File: src/rtl/grid_scan_driver_pkg.sv
`default_nettype none
// +------------------------------------------------------------------+
// | gol_display_pkg : shared types and helpers for the grid display   |
// | Rev 1.0                                                           |
// +------------------------------------------------------------------+
package gol_display_pkg;

    localparam int GRID_DIM  = 8;
    localparam int GRID_BITS = GRID_DIM * GRID_DIM;

    typedef enum logic {
        BLANK = 1'b0,
        DRIVE = 1'b1
    } scan_state_t;

    function automatic logic [GRID_DIM-1:0] row_slice(
        input logic [GRID_BITS-1:0] grid,
        input logic [2:0]           r
    );
        return grid[GRID_DIM*r +: GRID_DIM];
    endfunction

endpackage
`default_nettype wire

File: src/rtl/grid_scan_driver_if.sv
`default_nettype none
// +------------------------------------------------------------------+
// | grid_scan_driver_if : grid input / LED matrix output bundle       |
// | Rev 1.0                                                           |
// +------------------------------------------------------------------+
interface grid_scan_driver_if #(
    parameter int GEN_W = 16
);
    import gol_display_pkg::*;

    logic                  run;
    logic [GRID_BITS-1:0]  grid_in;
    logic [GRID_DIM-1:0]   row_sel;
    logic [GRID_DIM-1:0]   col_data;
    logic                  frame_start;
    logic                  gen_tick;
    logic [GEN_W-1:0]      gen_count;

    modport master (
        output run, grid_in,
        input  row_sel, col_data, frame_start, gen_tick, gen_count
    );

    modport slave (
        input  run, grid_in,
        output row_sel, col_data, frame_start, gen_tick, gen_count
    );

endinterface
`default_nettype wire

File: src/rtl/grid_scan_driver_scan_timer.sv
`default_nettype none
// +------------------------------------------------------------------+
// | scan_timer : loadable down-counter, tc high when it reaches zero  |
// | Rev 1.0                                                           |
// +------------------------------------------------------------------+
module scan_timer #(
    parameter int               WIDTH = 16,
    parameter logic [WIDTH-1:0] INIT  = '0
) (
    input  wire logic             clk,
    input  wire logic             flopreset_n,
    input  wire logic             load,
    input  wire logic [WIDTH-1:0] load_val,
    output logic                  tc
);

    logic [WIDTH-1:0] r_count;

    always_ff @(posedge clk or negedge flopreset_n) begin
        if (!flopreset_n) begin
            r_count <= INIT;
        end else if (load) begin
            r_count <= load_val;
        end else if (r_count != '0) begin
            r_count <= r_count - 1'b1;
        end
    end

    assign tc = (r_count == '0);

endmodule
`default_nettype wire

File: src/rtl/grid_scan_driver.sv
`default_nettype none
// +------------------------------------------------------------------+
// | grid_scan_driver : row-scans a 64-bit Life grid onto an 8x8 LED   |
// | matrix and paces generations with gen_tick.          Rev 1.0      |
// +------------------------------------------------------------------+
module grid_scan_driver
    import gol_display_pkg::*;
#(
    parameter int DWELL_CYCLES   = 50000,
    parameter int BLANK_CYCLES   = 500,
    parameter int FRAMES_PER_GEN = 60,
    parameter int GEN_W          = 16
) (
    input  wire logic         clk,
    input  wire logic         flopreset_n,
    grid_scan_driver_if.slave bus
);

    localparam int c_MAX_SPAN = (DWELL_CYCLES > BLANK_CYCLES) ? DWELL_CYCLES : BLANK_CYCLES;
    localparam int c_TMR_W    = $clog2(c_MAX_SPAN + 1);
    localparam int c_FRM_W    = $clog2(FRAMES_PER_GEN + 1);
    localparam logic [c_TMR_W-1:0] c_DWELL_LOAD = c_TMR_W'(DWELL_CYCLES - 1);
    localparam logic [c_TMR_W-1:0] c_BLANK_LOAD = c_TMR_W'(BLANK_CYCLES - 1);
    localparam logic [c_FRM_W-1:0] c_FRM_LAST   = c_FRM_W'(FRAMES_PER_GEN);

    if (DWELL_CYCLES < 1) begin : g_chk_dwell
        $error("grid_scan_driver: DWELL_CYCLES must be >= 1");
    end
    if (BLANK_CYCLES < 1) begin : g_chk_blank
        $error("grid_scan_driver: BLANK_CYCLES must be >= 1");
    end
    if (FRAMES_PER_GEN < 1) begin : g_chk_frames
        $error("grid_scan_driver: FRAMES_PER_GEN must be >= 1");
    end

    scan_state_t          r_state, w_state_nxt;
    logic [2:0]           r_row, w_row_nxt;
    logic                 w_tc;
    logic                 w_frame_edge;
    logic                 w_tick;
    logic [GRID_BITS-1:0] r_snapshot;
    logic [c_FRM_W-1:0]   r_frame_cnt;
    logic [GEN_W-1:0]     r_gen_count;
    logic [GRID_DIM-1:0]  r_row_sel, r_col_data;
    logic [GRID_DIM-1:0]  w_row_sel_nxt, w_col_data_nxt;
    logic                 r_frame_start, r_gen_tick;

    // Reset preloads the first blank interval so row 0 lights BLANK_CYCLES after release.
    scan_timer #(
        .WIDTH (c_TMR_W),
        .INIT  (c_BLANK_LOAD)
    ) u_scan_timer (
        .clk         (clk),
        .flopreset_n (flopreset_n),
        .load        (w_tc),
        .load_val    ((r_state == BLANK) ? c_DWELL_LOAD : c_BLANK_LOAD),
        .tc          (w_tc)
    );

    always_ff @(posedge clk or negedge flopreset_n) begin
        if (!flopreset_n) begin
            r_state <= BLANK;
            r_row   <= 3'd0;
        end else begin
            r_state <= w_state_nxt;
            r_row   <= w_row_nxt;
        end
    end

    always_comb begin
        w_state_nxt = r_state;
        w_row_nxt   = r_row;
        if (w_tc) begin
            if (r_state == BLANK) begin
                w_state_nxt = DRIVE;
            end else begin
                w_state_nxt = BLANK;
                w_row_nxt   = r_row + 3'd1;
            end
        end
    end

    assign w_frame_edge = w_tc && (r_state == BLANK) && (r_row == 3'd0);
    assign w_tick       = w_frame_edge && bus.run &&
                          ((r_frame_cnt + c_FRM_W'(1)) == c_FRM_LAST);

    // On the frame edge the snapshot is loaded this same edge, so row 0 reads grid_in directly.
    always_comb begin
        w_row_sel_nxt  = '0;
        w_col_data_nxt = '0;
        if (w_state_nxt == DRIVE) begin
            w_row_sel_nxt  = GRID_DIM'(1) << w_row_nxt;
            w_col_data_nxt = row_slice(w_frame_edge ? bus.grid_in : r_snapshot, w_row_nxt);
        end
    end

    always_ff @(posedge clk or negedge flopreset_n) begin
        if (!flopreset_n) begin
            r_snapshot    <= '0;
            r_frame_cnt   <= '0;
            r_gen_count   <= '0;
            r_row_sel     <= '0;
            r_col_data    <= '0;
            r_frame_start <= 1'b0;
            r_gen_tick    <= 1'b0;
        end else begin
            if (w_frame_edge) begin
                r_snapshot <= bus.grid_in;
            end
            // Any cycle with run low discards partial-frame credit.
            if (!bus.run) begin
                r_frame_cnt <= '0;
            end else if (w_frame_edge) begin
                r_frame_cnt <= w_tick ? '0 : r_frame_cnt + c_FRM_W'(1);
            end
            if (w_tick) begin
                r_gen_count <= r_gen_count + GEN_W'(1);
            end
            r_row_sel     <= w_row_sel_nxt;
            r_col_data    <= w_col_data_nxt;
            r_frame_start <= w_frame_edge;
            r_gen_tick    <= w_tick;
        end
    end

    assign bus.row_sel     = r_row_sel;
    assign bus.col_data    = r_col_data;
    assign bus.frame_start = r_frame_start;
    assign bus.gen_tick    = r_gen_tick;
    assign bus.gen_count   = r_gen_count;

endmodule
`default_nettype wire

File: src/flat_wrapper.sv
// flat-port wrapper written by rule: the top's interface ports become plain ports
module grid_scan_driver_flat import gol_display_pkg::*;
#(
    parameter int DWELL_CYCLES   = 50000,
    parameter int BLANK_CYCLES   = 500,
    parameter int FRAMES_PER_GEN = 60,
    parameter int GEN_W          = 16
)
  (clk, flopreset_n, bus_run, bus_grid_in, bus_row_sel, bus_col_data, bus_frame_start, bus_gen_tick, bus_gen_count);
  grid_scan_driver_if #(.GEN_W(GEN_W)) bus_i ();
  input  wire logic clk;
  input  wire logic flopreset_n;
  input wire logic [$bits(bus_i.run)-1:0] bus_run;
  input wire logic [$bits(bus_i.grid_in)-1:0] bus_grid_in;
  output wire logic [$bits(bus_i.row_sel)-1:0] bus_row_sel;
  output wire logic [$bits(bus_i.col_data)-1:0] bus_col_data;
  output wire logic [$bits(bus_i.frame_start)-1:0] bus_frame_start;
  output wire logic [$bits(bus_i.gen_tick)-1:0] bus_gen_tick;
  output wire logic [$bits(bus_i.gen_count)-1:0] bus_gen_count;
  assign bus_i.run = bus_run;
  assign bus_i.grid_in = bus_grid_in;
  assign bus_row_sel = bus_i.row_sel;
  assign bus_col_data = bus_i.col_data;
  assign bus_frame_start = bus_i.frame_start;
  assign bus_gen_tick = bus_i.gen_tick;
  assign bus_gen_count = bus_i.gen_count;
  grid_scan_driver #(.DWELL_CYCLES(DWELL_CYCLES), .BLANK_CYCLES(BLANK_CYCLES), .FRAMES_PER_GEN(FRAMES_PER_GEN), .GEN_W(GEN_W)) u_core (.clk(clk), .flopreset_n(flopreset_n), .bus(bus_i));
endmodule
File: config.mk
export PLATFORM = sky130hd
export DESIGN_NAME = grid_scan_driver_flat
export DESIGN_NICKNAME = d
export VERILOG_FILES = /design/src/rtl/grid_scan_driver_pkg.sv /design/src/rtl/grid_scan_driver_if.sv /design/src/rtl/grid_scan_driver_scan_timer.sv /design/src/rtl/grid_scan_driver.sv /design/src/flat_wrapper.sv
export SDC_FILE = /design/constraint.sdc
export NUM_CORES = 1
export LEC_CHECK = 0
export ABC_CLOCK_PERIOD_IN_PS = 3600
export BUFFER_PORTS_ARGS = -buffer_cell sky130_fd_sc_hd__buf_2
export CORE_ASPECT_RATIO = 1.25
export CORE_UTILIZATION = 59
export CTS_BUF_LIST = sky130_fd_sc_hd__clkbuf_8
export DETAILED_ROUTE_END_ITERATION = 6
export GPL_ROUTABILITY_DRIVEN = 0
export PLACE_DENSITY = 0.9
export RECOVER_POWER = 50
export SYNTH_ARGS = -nofsm -noshare
export SYNTH_HDL_FRONTEND = slang
export SYNTH_SLANG_ARGS = --single-unit
File: constraint.sdc
create_clock -name clk -period 3.6 [get_ports clk]
set_input_delay 0 -clock clk [delete_from_list [all_inputs] [get_ports clk]]
set_output_delay 0 -clock clk [all_outputs]
set_load 0.01 [all_outputs]
==> Word level (Yosys, flattened, before mapping) <==
Cells that the tools add are included.
{ "word_totals": {"input_bits": 67, "elab_cells": 40, "ff_bits": 124, "out_inout_bits": 34} }
{ "op_classes": {"n_bitwise": 1, "eq_ne": 2, "add_sub_neg": 4, "mux": 13, "shifts": 2, "n_reduce_logical": 8} }
{ "ops": {"columns": ["operator", "n"], "rows": [
  ["$mux W64", 1],
  ["$shiftx A64 B7 Y8", 1],
  ["$mux W16", 3],
  ["$mux W6", 3],
  ["$add A16 B1 Y16 const B", 1],
  ["$logic_not A16 Y1", 1],
  ["$mux W8", 2],
  ["$reduce_bool A16 Y1", 1],
  ["$sub A16 B1 Y16 const B", 1],
  ["$shl A1 B3 Y8 const A", 1],
  ["$add A6 B1 Y6 const B", 1],
  ["$eq A6 B6 Y1 const B", 1],
  ["$mux W3", 2],
  ["$logic_and A1 B1 Y1", 4],
  ["$add A3 B1 Y3 const B", 1],
  ["$logic_not A3 Y1", 1],
  ["$mux W1", 2],
  ["$ne A2 B1 Y1 const B", 1],
  ["$reduce_bool A2 Y1", 1],
  ["$not A1 Y1", 1]
]} }

==> Logic depth before layout (Yosys ltp) <==
Gate-level depths: netlist of the first run.
{ "depth": {"depth_word": 8, "ltp_mapped": 18, "ltp_nobuf": 15} }

==> Cells and area by module <==
A second synthesis of the first run with hierarchy kept.
{ "hier_totals": {"hier_cells": 516, "area_unflattened_um2": 5861.9} }
{ "by_module_without_submodules": {"columns": ["module", "area_per_inst_um2", "seq_area_each_um2", "n_inst", "cells_each"], "rows": [
  ["grid_scan_driver", 4853.4, 2702.6, 1, 409],
  ["scan_timer", 1008.5, 409.1, 1, 107]
]} }

==> Worst setup path before layout of the first run <==
OpenSTA, ideal clock, no wires.
{ "synth_path": {"path_kind": "reg2reg", "startpoint": "reg u_core.u_scan_timer.r_count[0]", "endpoint": "reg u_core.r_col_data[3] (netlist: u_core.bus.col_data[3])", "t_arrival_ps": 3091, "period_less_slack_ps": 3217, "slack_ps": 383, "required_time_ps": 3474, "setup_ps": 126, "n_path_buf": 2, "path_stages_with_launch": 18, "path_cell_list": "dfstp_2 > inv_1 > ha_1 > nor4b_2 > and3_1 > nand2_1 > inv_1 > ha_1 > nand3b_4 > inv_2 > buf_4 > buf_2 > mux2i_1 > mux2i_1 > o22ai_1 > nor3_1 > nand2b_1 > a221o_1"} }
{ "synth_via": {"elab_chain_cells": 6, "word_cells_on_any_way": 8, "classes_between": "shift: 1; mux: 4; reduce/logical: 3"} }
{ "synth_lines": {"columns": ["item", "line_no", "text"], "rows": [
  ["start: declaration", "grid_scan_driver_scan_timer.sv:17", "logic [WIDTH-1:0] r_count;"],
  ["start signal: assignment", "grid_scan_driver_scan_timer.sv:23", "r_count <= load_val;"],
  ["start signal: assignment", "grid_scan_driver_scan_timer.sv:25", "r_count <= r_count - 1'b1;"],
  ["$logic_not A16 Y1 *", "grid_scan_driver_scan_timer.sv:29", "assign tc = (r_count == '0);"],
  ["$logic_and A1 B1 Y1 (2 in series)", "grid_scan_driver.sv:83", "assign w_frame_edge = w_tc && (r_state == BLANK) && (r_row == 3'd0);"],
  ["$mux W64", "grid_scan_driver.sv:93", "w_col_data_nxt = row_slice(w_frame_edge ? bus.grid_in : r_snapshot, w_row_nxt);"],
  ["$shiftx A64 B7 Y8", "grid_scan_driver_pkg.sv:20", "return grid[GRID_DIM*r +: GRID_DIM];"],
  ["$mux W8 *", "grid_scan_driver.sv:91", "if (w_state_nxt == DRIVE) begin"],
  ["net u_core.w_col_data_nxt[3]", "grid_scan_driver.sv:45", "logic [GRID_DIM-1:0] w_row_sel_nxt, w_col_data_nxt;"],
  ["end signal: assignment", "grid_scan_driver.sv:120", "r_col_data <= w_col_data_nxt;"],
  ["end: declaration", "grid_scan_driver.sv:44", "logic [GRID_DIM-1:0] r_row_sel, r_col_data;"]
]} }
The timed path passes the listed nets; every way through them passes the cells marked *.
A chain may end at the register's enable or synchronous reset.

==> Final worst setup path of the first run <==
{ "layout_path": {"startpoint": "reg u_core.u_scan_timer.r_count[0]", "endpoint": "reg u_core.r_col_data[0] (netlist: u_core.bus.col_data[0])"} }
Same word-level chain as after synthesis.

==> flow_summary.yaml, run 1 <==
place:
  placed_cell_area_sq_um: 6820
  place_hpwl_um: 10500
  io_buffers: 100
  dpl.cell_count: 802
critical_path:
  worstRegToRegCells: 16
  cp.arrival_ns: 3.88
  critPathTopFamily: "multiplexers"
  worstSetupEndpointType: "flop"
  slowest_stage: "mux4_2"
  critPathKind: "reg2reg"
  critPathBufInv: 5
  cp.required_ns: 3.94
  cp_slowest_stage_delay_ns: 0.49
  r2r-end: "u_core.bus.col_data[0]"
  worstPathCellList: "inv_1 > ha_1 > nor4b_4 > and3_1 > nand2_1 > inv_2 > ha_1 > nand3b_4 > inv_2 > buf_4 > buf_6 > mux2i_1 > mux2i_1 > mux4_2 > nand2_1 > a21oi_1"
  reg2reg_from: "u_core.u_scan_timer.r_count[0]"
  worstPathMaxFanout: 11
  startpoint_type: "flop"
  r2r_setup_slack_ns: 0.06
run_status:
  failed_checks: "max-capacitance violations, max-slew violations"
  status: "finished, violations left"
timing:
  setup_tns_ns: 0
  finalSetupViolations: 0
  finalCritPeriodShare: 0.982
  tightest_slew_ns: 1.58
  fmax_mhz: 283
  whs_ns: 0.309
  maxSlewViolCount: 65
  hold_viol: 0
  slew_headroom: -0.0540
  fin_worst_skew_ns: 0.0156
  period_minus_slack_ns: 3.54
clocking:
  root_buffer: "clkbuf_8"
  cts.sinks: 124
  clk_latency_ns: 0.47
  cts_tree: "built"
  cts_inserted_buffers: 17
  cts_htree_levels: 4
  clockBufferDepth: 2
  clkTransAtPathRegs_ns: 0.08
min_path:
  hold_depth: 4
  hold_path_class: "in2reg"
  holdPathEnd: "u_core.r_snapshot[18]"
  min_from: "bus_grid_in[18]"
final_layout:
  layout_commonest_cell: "dfrtp_1"
  area_growth_pct: 28.8
  layout-drive-gt1-share: 0.216
  fin_cells: 902
  most-common-layout-cells: "dfrtp_1, nand2_1, dlygate4sd3_1"
  finalInstanceArea_sq_um: 7910
  layout.nets: 834
grt:
  grt_pass1_vias: 5624
  antenna_found_initial: 1
  gr-usage-all-layers: 0.348
  grt.overflow.total: 0
  grt_max_degree: 65
  grt_pass1_wl_um: 27900
detailed_routing:
  drt_iter0_markers: 505
  drt-total-wl_um: 18100
  vias_per_cell: 6.08
  ant_nets: 0
  dr_total_vias: 5484
  drt_first_pass_iters: 5
  post_drt_wl_per_cell_um: 20.1
  drc: 0
floorplanning:
  die_h_um: 116
  rows: 41
  chipWidth_um: 93.3
  coreArea_sq_um: 10100
  die_area_sq_um: 10800
  initial_core_util: 0.608
  io_pins: 101
yosys:
  synth_top_area_cell: "dfrtp_1"
  ys.flop_type: "dfrtp_1"
  synthArstFlopShare: 1.00
  ys_seq_area_frac: 0.507
  post_synth_inst_count: 583
  synth_warnings: 0
  synth_edf_count: 0
  synth_nets: 658
  synth.distinct_cells: 58
  synth.area.top_cells: "dfrtp_1, mux2i_1, nand2_1"
  syn_avg_cell_area_sq_um: 10.5
  ys_ff_latch: 124
  netlist.area_leader.share: 0.477
  syn_area_sq_um: 6140
power_and_ir_drop:
  p_per_area_nw_per_um2: 378
  power.total_uw: 2990
  ir_drop_mv: 0.316
  p_leak_uw: 0.00360
run:
  cap_violations: 1
-- worst max path at each step --
stage / startpoint / end / slack (ns) / cells past startpoint
detailed placement: u_core.u_scan_timer.r_count[0] / u_core.bus.col_data[0] / 0.11 / 16
global route: u_core.u_scan_timer.r_count[0] / u_core.bus.col_data[0] / -0.05 / 16
floorplan: u_core.u_scan_timer.r_count[0] / u_core.bus.col_data[3] / 0.38 / 17
finish: u_core.u_scan_timer.r_count[0] / u_core.bus.col_data[0] / 0.06 / 16
CTS: u_core.u_scan_timer.r_count[0] / u_core.bus.col_data[0] / 0.06 / 16
global placement: u_core.u_scan_timer.r_count[0] / u_core.bus.col_data[0] / 0.30 / 15
-- registers in the layout (all words and copies together) (netlist names) --
name,flops
u_core.r_row,3
u_core.bus.gen_count,16
u_core.r_snapshot,64
u_core.r_frame_cnt,6
u_core.bus.gen_tick,1
u_core.r_state,1
u_core.bus.col_data,8
u_core.u_scan_timer.r_count,16
u_core.bus.row_sel,8
u_core.bus.frame_start,1
-- logic make-up after synthesis --
| kind of cell | after synthesis | synth area share |
|---|---|---|
| buffers and inverters | 61 | 0.0409 |
| adders and majority gates | 8 | 0.0163 |
| AOI/OAI and AO/OA | 70 | 0.0782 |
| DFF | 124 | 0.507 |
| xor gates and xnor gates | 28 | 0.0411 |
| and+or+nand+nor | 214 | 0.174 |
| muxes | 78 | 0.143 |
-- what timing repair did --
action                                 4_1_cts  5_1_grt
hold buffers                                66        0
setup endpoints to repair                    0       10
endpoints found under the hold margin      131        0
gates resized for setup                      0       11
buffers inserted                             0        1
-- power by group --
part           leakage [uW]  switching, uW  internal (uW)
Clock              0.000209            575            732
Sequential          0.00150           17.6           1430
Combinational       0.00189            118            117
-- cell usage after synthesis, types with 8 or more instances --
cell type	count
a21oi_1	29
dfrtp_1	117
ha_1	8
inv_1	36
mux2_2	20
mux2i_1	52
nand2_1	99
nand3_1	17
nor2_1	34
nor2b_1	8
nor3_1	13
o21ai_0	8
or3_1	10
xnor2_1	16
xor2_1	11
-- through the flow --
stage,util,worst slack (ns)
final,0.783,0.0635
after global routing,0.783,-0.0529
after CTS,0.782,0.0553
after detailed placement,0.675,0.108
after global placement,0.675,0.303
after floorplan,-,0.383
-- tightest hold or removal path: stages --
cell	delay, ns
dlygate4sd3_1	0.52
buf_2	0.09
nand2_1	0.04
nand2_1	0.07
-- per-layer routing --
layer | global-route usage | wire length [um] | vias up
met1 | 0.378 | 6280 | 2668
met3 | 0.0965 | 1490 | 105
li1 | - | - | 2356
met4 | 0.217 | 979 | 0
met2 | 0.601 | 9380 | 355
met5 | 0 | 0 | -
-- cell type report --
cell class	count	area, sq um
antenna	1	2.50
inverter	39	146
clock buffer	20	275
sequential	124	3110
tap	129	161
clock inverter	12	146
fill	579	2190
multi-input combinational	398	2830
timing repair buffer	179	1240
Power figures use the tool's default switching activity.
==> inputs of run 2 (changes only) <==
--- a/config.mk
+++ b/config.mk
@@ -8,12 +8,14 @@
 export ABC_CLOCK_PERIOD_IN_PS = 3600
 export BUFFER_PORTS_ARGS = -buffer_cell sky130_fd_sc_hd__buf_2
 export CORE_ASPECT_RATIO = 1.25
-export CORE_UTILIZATION = 59
+export CORE_UTILIZATION = 58
 export CTS_BUF_LIST = sky130_fd_sc_hd__clkbuf_8
 export DETAILED_ROUTE_END_ITERATION = 6
 export GPL_ROUTABILITY_DRIVEN = 0
-export PLACE_DENSITY = 0.9
+export PLACE_DENSITY = 0.89
 export RECOVER_POWER = 50
+export SKIP_CTS_REPAIR_TIMING = 1
 export SYNTH_ARGS = -nofsm -noshare
 export SYNTH_HDL_FRONTEND = slang
+export SYNTH_HIERARCHICAL = 1
 export SYNTH_SLANG_ARGS = --single-unit
==> run 2 against run 1 <==
Compared with the run above: synthesized cell count down 11%; fmax down 4.9%; die area down 2.9%; synthesized area down 4.6%; clock-buffer cell count down 1; critical path depth down 4; register-to-register slack worse by 0.18 ns; cell count down 6.1%; non-clock buffer count up 8; the flow finishes with violations (max-capacitance violations, max-slew violations, negative setup slack); global-route usage down 5.8 points; hold slack better by 0.051 ns.
==> flow_summary.yaml, run 2 <==
floorplanning:
  io_pins: 101
  die_area_sq_um: 10500
  coreArea_sq_um: 9710
  rows: 40
  chipWidth_um: 91.9
  die_h_um: 114
  initial_core_util: 0.604
power_and_ir_drop:
  intPower_uw: 2490
  p_per_area_nw_per_um2: 441
  combPwrFrac: 0.129
  ir_drop_mv: 0.341
  sw_frac_of_total: 0.271
  seqPwrFrac: 0.473
  p_leak_uw: 0.00395
  netSwitchingPower_uw: 927
  clkPwrFrac: 0.398
grt:
  grt_pass1_wl_um: 23000
  grt_max_degree: 79
  gr-usage-all-layers: 0.290
  antenna_found_initial: 1
  gr-usage-met2: 0.500
  grt_use_met3: 0.0710
  grt_pass1_vias: 4706
  top_usage_layer: "met2"
  met1_usage: 0.312
  grt.overflow.total: 0
clocking:
  cts_htree_levels: 4
  cts_inserted_buffers: 17
  cts_tree: "built"
  clk_latency_ns: 0.44
  root_buffer: "clkbuf_8"
  cts.sinks: 124
  clockBufferDepth: 2
  clkTransAtPathRegs_ns: 0.08
yosys:
  synth_top_area_cell: "dfrtp_1"
  synth_edf_count: 0
  post_synth_inst_count: 516
  synthTopCellsByCount: "dfrtp_1, inv_1, mux2i_1"
  synthArstFlopShare: 1.00
  ys_ff_latch: 124
  ys.flop_type: "dfrtp_1"
  netlist.area_leader.share: 0.499
  synth.distinct_cells: 65
  syn_area_sq_um: 5860
  syn_avg_cell_area_sq_um: 11.4
  ys_seq_area_frac: 0.531
  yosysMostFrequentCell: "dfrtp_1"
  synth_warnings: 6
  synth.area.top_cells: "dfrtp_1, mux2i_1, mux2_2"
critical_path:
  critPathKind: "reg2reg"
  r2r-end: "u_core/bus.col_data[6]"
  cp_slowest_stage_delay_ns: 0.47
  reg2reg_from: "u_core/u_scan_timer/r_count[0]"
  startpoint_type: "flop"
  cp.required_ns: 3.97
  worstPathMaxFanout: 29
  cp.arrival_ns: 4.09
  r2r_setup_slack_ns: -0.12
  slowest_stage: "or4b_4"
  worstSetupEndpointType: "flop"
  crit_path_frequent_cell: "ha_2"
  worstPathCellList: "inv_1 > ha_2 > or4b_4 > or4_4 > nor4b_4 > ha_2 > nand3b_1 > buf_12 > mux2i_1 > a22oi_1 > o2111ai_1 > nand2_1"
  worstRegToRegCells: 12
detailed_routing:
  drc: 0
  vias_per_cell: 6.56
  drt-total-wl_um: 21200
  post_drt_wl_per_cell_um: 25.0
  drt_first_pass_iters: 7
  drt_iter0_markers: 773
  ant_nets: 0
  dr_total_vias: 5560
timing:
  slew_headroom: -0.315
  finalWorstSetupSlack_ns: -0.117
  finalSetupViolations: 2
  hold_viol: 0
  maxSlewViolCount: 79
  fin_worst_skew_ns: 0.0147
  tightest_slew_ns: 1.97
  finalCritPeriodShare: 1.03
  whs_ns: 0.360
  fmax_mhz: 269
  period_minus_slack_ns: 3.72
final_layout:
  area_growth_pct: 32.1
  most-common-layout-cells: "dfrtp_1, dlygate4sd3_1, buf_2"
  diodes: 0
  regMostFlops: "u_core/r_snapshot"
  layout.nets: 783
  fin_cells: 847
  layout_commonest_cell: "dfrtp_1"
  largest_register_ffs: 64
  layout-drive-gt1-share: 0.240
min_path:
  min_from: "bus_grid_in[39]"
  holdPathEnd: "u_core/r_snapshot[39]"
  hold_depth: 4
  hold_path_class: "in2reg"
place:
  dpl.cell_count: 744
  place_hpwl_um: 9720
  io_buffers: 100
run:
  cap_violations: 1
run_status:
  failed_checks: "max-capacitance violations, max-slew violations, negative setup slack"
  status: "finished, violations left"
run 2: cell types whose count changed in the layout (fill, tap and decap cells not counted), sizes merged, moves of 9 or more:
| cell | previous run | this run |
|---|---|---|
| nand2 | 100 | 35 |
| a21oi | 29 | 5 |
| a22oi | 1 | 17 |
| inv | 41 | 56 |
| nor2 | 35 | 23 |
| or3 | 11 | 0 |
| o2111ai | 0 | 9 |
run 2: cell type report:
type                       count  area (sq um)
clock buffer                  19           262
multi-input combinational    327          2540
timing repair buffer         187          1320
sequential                   124          3110
clock inverter                12           155
fill                         482          1970
inverter                      52           195
tap                          126           158
run 2: worst max-delay path by stage:
stage / cells past startpoint / startpoint / to / slack (ns)
global placement: 12 / u_core/u_scan_timer/r_count[0] / u_core/bus.col_data[1] / 0.17
floorplan: 12 / u_core/u_scan_timer/r_count[0] / u_core/bus.gen_count[12] / 0.26
CTS: 11 / u_core/u_scan_timer/r_count[0] / u_core/bus.col_data[3] / 0.09
finish: 12 / u_core/u_scan_timer/r_count[0] / u_core/bus.col_data[6] / -0.12
detailed placement: 11 / u_core/u_scan_timer/r_count[0] / u_core/bus.gen_count[15] / 0.12
global route: 12 / u_core/u_scan_timer/r_count[0] / u_core/bus.col_data[6] / -0.37
run 2: critical path: cells and delay by family (launching register included):
family | cells | cell delay [ns]
adders and majority gates | 2 | 0.46
muxes | 1 | 0.17
and+or+nand+nor | 5 | 1.56
AOI/OAI and AO/OA | 2 | 0.71
DFF | 1 | 0.39
buffers and inverters | 2 | 0.34
run 2: power by group through the flow:
stage,Combinational [uW],Sequential (uW),Clock (uW)
after global routing,476,1620,1410
after CTS,339,1600,1310
after floorplan,229,1590,0
after global placement,310,1610,0
final,441,1620,1360
after detailed placement,332,1620,0
run 2: cells by family after synthesis:
logic type               synth area share
AO/OA/AOI/OAI                      0.0961
other                             0.00128
flip-flops                          0.531
multiplexers                        0.130
adder cells (fa/ha/maj)            0.0149
buffers and inverters              0.0527
AND/OR/NAND/NOR                     0.134
XOR/XNOR                           0.0403
run 2: metal layers:
| metal | routed length [um] | vias up |
|---|---|---|
| met4 | 1810 | 0 |
| li1 | - | 2179 |
| met3 | 2130 | 167 |
| met2 | 10400 | 533 |
| met1 | 6890 | 2681 |
| met5 | 0 | - |
run 2: metrics by stage:
step / worst slack [ns] / power (uW) / utilization / cell area (sq um) / TNS [ns]
floorplan: 0.261 / 1820 / - / 5880 / 0
global placement: 0.170 / 1920 / 0.680 / 6600 / 0
detailed placement: 0.121 / 1950 / 0.680 / 6600 / 0
CTS: 0.0865 / 3250 / 0.723 / 7020 / 0
global route: -0.374 / 3510 / 0.797 / 7740 / -1.42
finish: -0.117 / 3410 / 0.797 / 7740 / -0.138
==> inputs of run 3 (changes only) <==
--- a/config.mk
+++ b/config.mk
@@ -5,17 +5,16 @@
 export SDC_FILE = /design/constraint.sdc
 export NUM_CORES = 1
 export LEC_CHECK = 0
-export ABC_CLOCK_PERIOD_IN_PS = 3600
+export ABC_CLOCK_PERIOD_IN_PS = 3850
 export BUFFER_PORTS_ARGS = -buffer_cell sky130_fd_sc_hd__buf_2
 export CORE_ASPECT_RATIO = 1.25
-export CORE_UTILIZATION = 58
+export CORE_UTILIZATION = 59
 export CTS_BUF_LIST = sky130_fd_sc_hd__clkbuf_8
 export DETAILED_ROUTE_END_ITERATION = 6
 export GPL_ROUTABILITY_DRIVEN = 0
-export PLACE_DENSITY = 0.89
+export PLACE_DENSITY = 0.9
 export RECOVER_POWER = 50
 export SKIP_CTS_REPAIR_TIMING = 1
 export SYNTH_ARGS = -nofsm -noshare
 export SYNTH_HDL_FRONTEND = slang
-export SYNTH_HIERARCHICAL = 1
 export SYNTH_SLANG_ARGS = --single-unit
==> constraint.sdc (replaced) <==
create_clock -name clk -period 3.85 [get_ports clk]
set_input_delay 0 -clock clk [delete_from_list [all_inputs] [get_ports clk]]
set_output_delay 0 -clock clk [all_outputs]
set_load 0.01 [all_outputs]
==> run 3 against run 2 <==
Compared with the run above: fmax is 3.8% higher; critical endpoint is now u_core.bus.col_data[2]; the flow finishes with violations (max-capacitance violations, max-slew violations); critical path type unchanged; first-iteration DRC count shrank 41%; largest power group unchanged; clock power down 10%.
==> flow_summary.yaml, run 3 (synthesis results as in run 1) <==
floorplanning:
  die_area_sq_um: 10800
  chipWidth_um: 93.3
  io_pins: 101
  die_h_um: 116
  coreArea_sq_um: 10100
  initial_core_util: 0.608
  rows: 41
timing:
  tightest_slew_ns: 3.02
  maxSlewViolCount: 54
  slew_headroom: -1.01
  fin_worst_skew_ns: 0.0165
  fmax_mhz: 279
  whs_ns: 0.317
  setup_tns_ns: 0
  period_minus_slack_ns: 3.58
  finalCritPeriodShare: 0.930
  hold_viol: 0
  finalSetupViolations: 0
grt:
  grt_pass1_vias: 4990
  antenna_found_initial: 2
  grt_pass1_wl_um: 23600
  grt_max_degree: 54
  gr-usage-all-layers: 0.288
  grt.overflow.total: 0
final_layout:
  fillers: 600
  layout-drive-gt1-share: 0.200
  most-common-layout-cells: "dfrtp_1, nand2_1, dlygate4sd3_1"
  area_growth_pct: 27.6
  layout.nets: 831
  largest_register_ffs: 64
  layout_commonest_cell: "dfrtp_1"
  regMostFlops: "u_core.r_snapshot"
critical_path:
  cp_slowest_stage_delay_ns: 0.44
  cp.required_ns: 4.17
  slowest_stage: "dfrtp_1"
  startpoint_type: "flop"
  worstPathCellList: "nor4_2 > and3_1 > nand2_1 > inv_1 > ha_1 > nand3b_4 > inv_2 > buf_4 > mux2i_1 > mux2i_1 > o22ai_1 > or3_1 > nand2b_1 > a221o_1"
  worstSetupEndpointType: "flop"
  worstPathMaxFanout: 19
  critPathTopFamily: "simple AND/OR/NAND/NOR gates"
  critPathKind: "reg2reg"
  crit_path_frequent_cell: "mux2i_1"
  cp.arrival_ns: 3.90
  critPathBufInv: 3
run_status:
  status: "finished, violations left"
  failed_checks: "max-capacitance violations, max-slew violations"
min_path:
  hold_path_class: "in2reg"
detailed_routing:
  drt_iter0_markers: 454
  drc: 0
  drt_first_pass_iters: 4
  post_drt_wl_per_cell_um: 18.6
  vias_per_cell: 5.90
  dr_total_vias: 5315
  ant_nets: 0
  drt-total-wl_um: 16700
clocking:
  root_buffer: "clkbuf_8"
  clkTransAtPathRegs_ns: 0.07
  cts_htree_levels: 4
  cts_inserted_buffers: 17
  cts_tree: "built"
  cts.sinks: 124
  clockBufferDepth: 2
  clk_latency_ns: 0.45
place:
  place_hpwl_um: 10200
  io_buffers: 100
power_and_ir_drop:
  p_per_area_nw_per_um2: 356
  p_leak_uw: 0.00359
  ir_drop_mv: 0.334
run:
  cap_violations: 1
## run 3: changes by cell type in the layout (fill, tap and decap cells not counted), sizes merged, moves of 8 or more
cell,change
o2111ai,-9
nand2,+65
a21oi,+24
nor2,+12
buf,-11
a22oi,-16
conb,-8
inv,-12
or3,+11
## run 3: worst paths after layout
path | startpoint | to | slack (ns) | cells after the start
min reg2reg | u_core.u_scan_timer.r_count[0] | u_core.u_scan_timer.r_count[0] | 0.45 | 1
max in group asynchronous | flopreset_n | u_core.r_snapshot[26] | 0.71 | 3
min | bus_grid_in[50] | u_core.r_snapshot[50] | 0.32 | 4
max | u_core.u_scan_timer.r_count[11] | u_core.bus.col_data[2] | 0.27 | 14
min in group asynchronous | flopreset_n | u_core.bus.col_data[7] | 1.09 | 2
max reg2reg | u_core.u_scan_timer.r_count[11] | u_core.bus.col_data[2] | 0.27 | 14
## run 3: power breakdown
| group | total, uW | internal, uW | switching [uW] |
|---|---|---|---|
| clock network | 1220 | 723 | 499 |
| logic | 212 | 108 | 104 |
| registers | 1360 | 1340 | 13.7 |
| total | 2790 | 2170 | 617 |
## run 3: worst min-delay path: cells and delay by family
kind	cells	cell delay [ns]
buffers and inverters	2	0.62
AND/OR/NAND/NOR	2	0.10
## run 3: layout make-up
cell class / instances / area [sq um] / area share
flip-flops and latches: 124 / 3110 / 0.397
multi-input cells: 398 / 2790 / 0.356
repair buffers: 176 / 1200 / 0.153
clock buffers: 19 / 262 / 0.0334
well taps: 129 / 161 / 0.0206
clock inverters: 13 / 159 / 0.0203
inverters: 39 / 146 / 0.0187
diodes: 3 / 7.51 / 0.000958
## run 3: per-stage QoR
stage / power [uW] / instances / cell area [sq um] / worst slack (ns) / utilization
4_1_cts: 2730 / 832 / 7210 / 0.300 / 0.714
6_report: 2790 / 901 / 7840 / 0.271 / 0.776
3_3_place_gp: 1520 / 800 / 6790 / 0.458 / 0.672
2_1_floorplan: 1440 / 583 / 6140 / 0.633 / -
3_5_place_dp: 1530 / 800 / 6790 / 0.317 / 0.672
5_1_grt: 2880 / 900 / 7840 / -0.00503 / 0.775
## run 3: metal layers
layer  vias to the layer above  GRT usage  part of all wire
li1                       2350          -                 -
met3                        79     0.0689             0.065
met4                         0      0.135             0.046
met1                      2597      0.350              0.38
met2                       289      0.486              0.51
met5                         -          0                 0
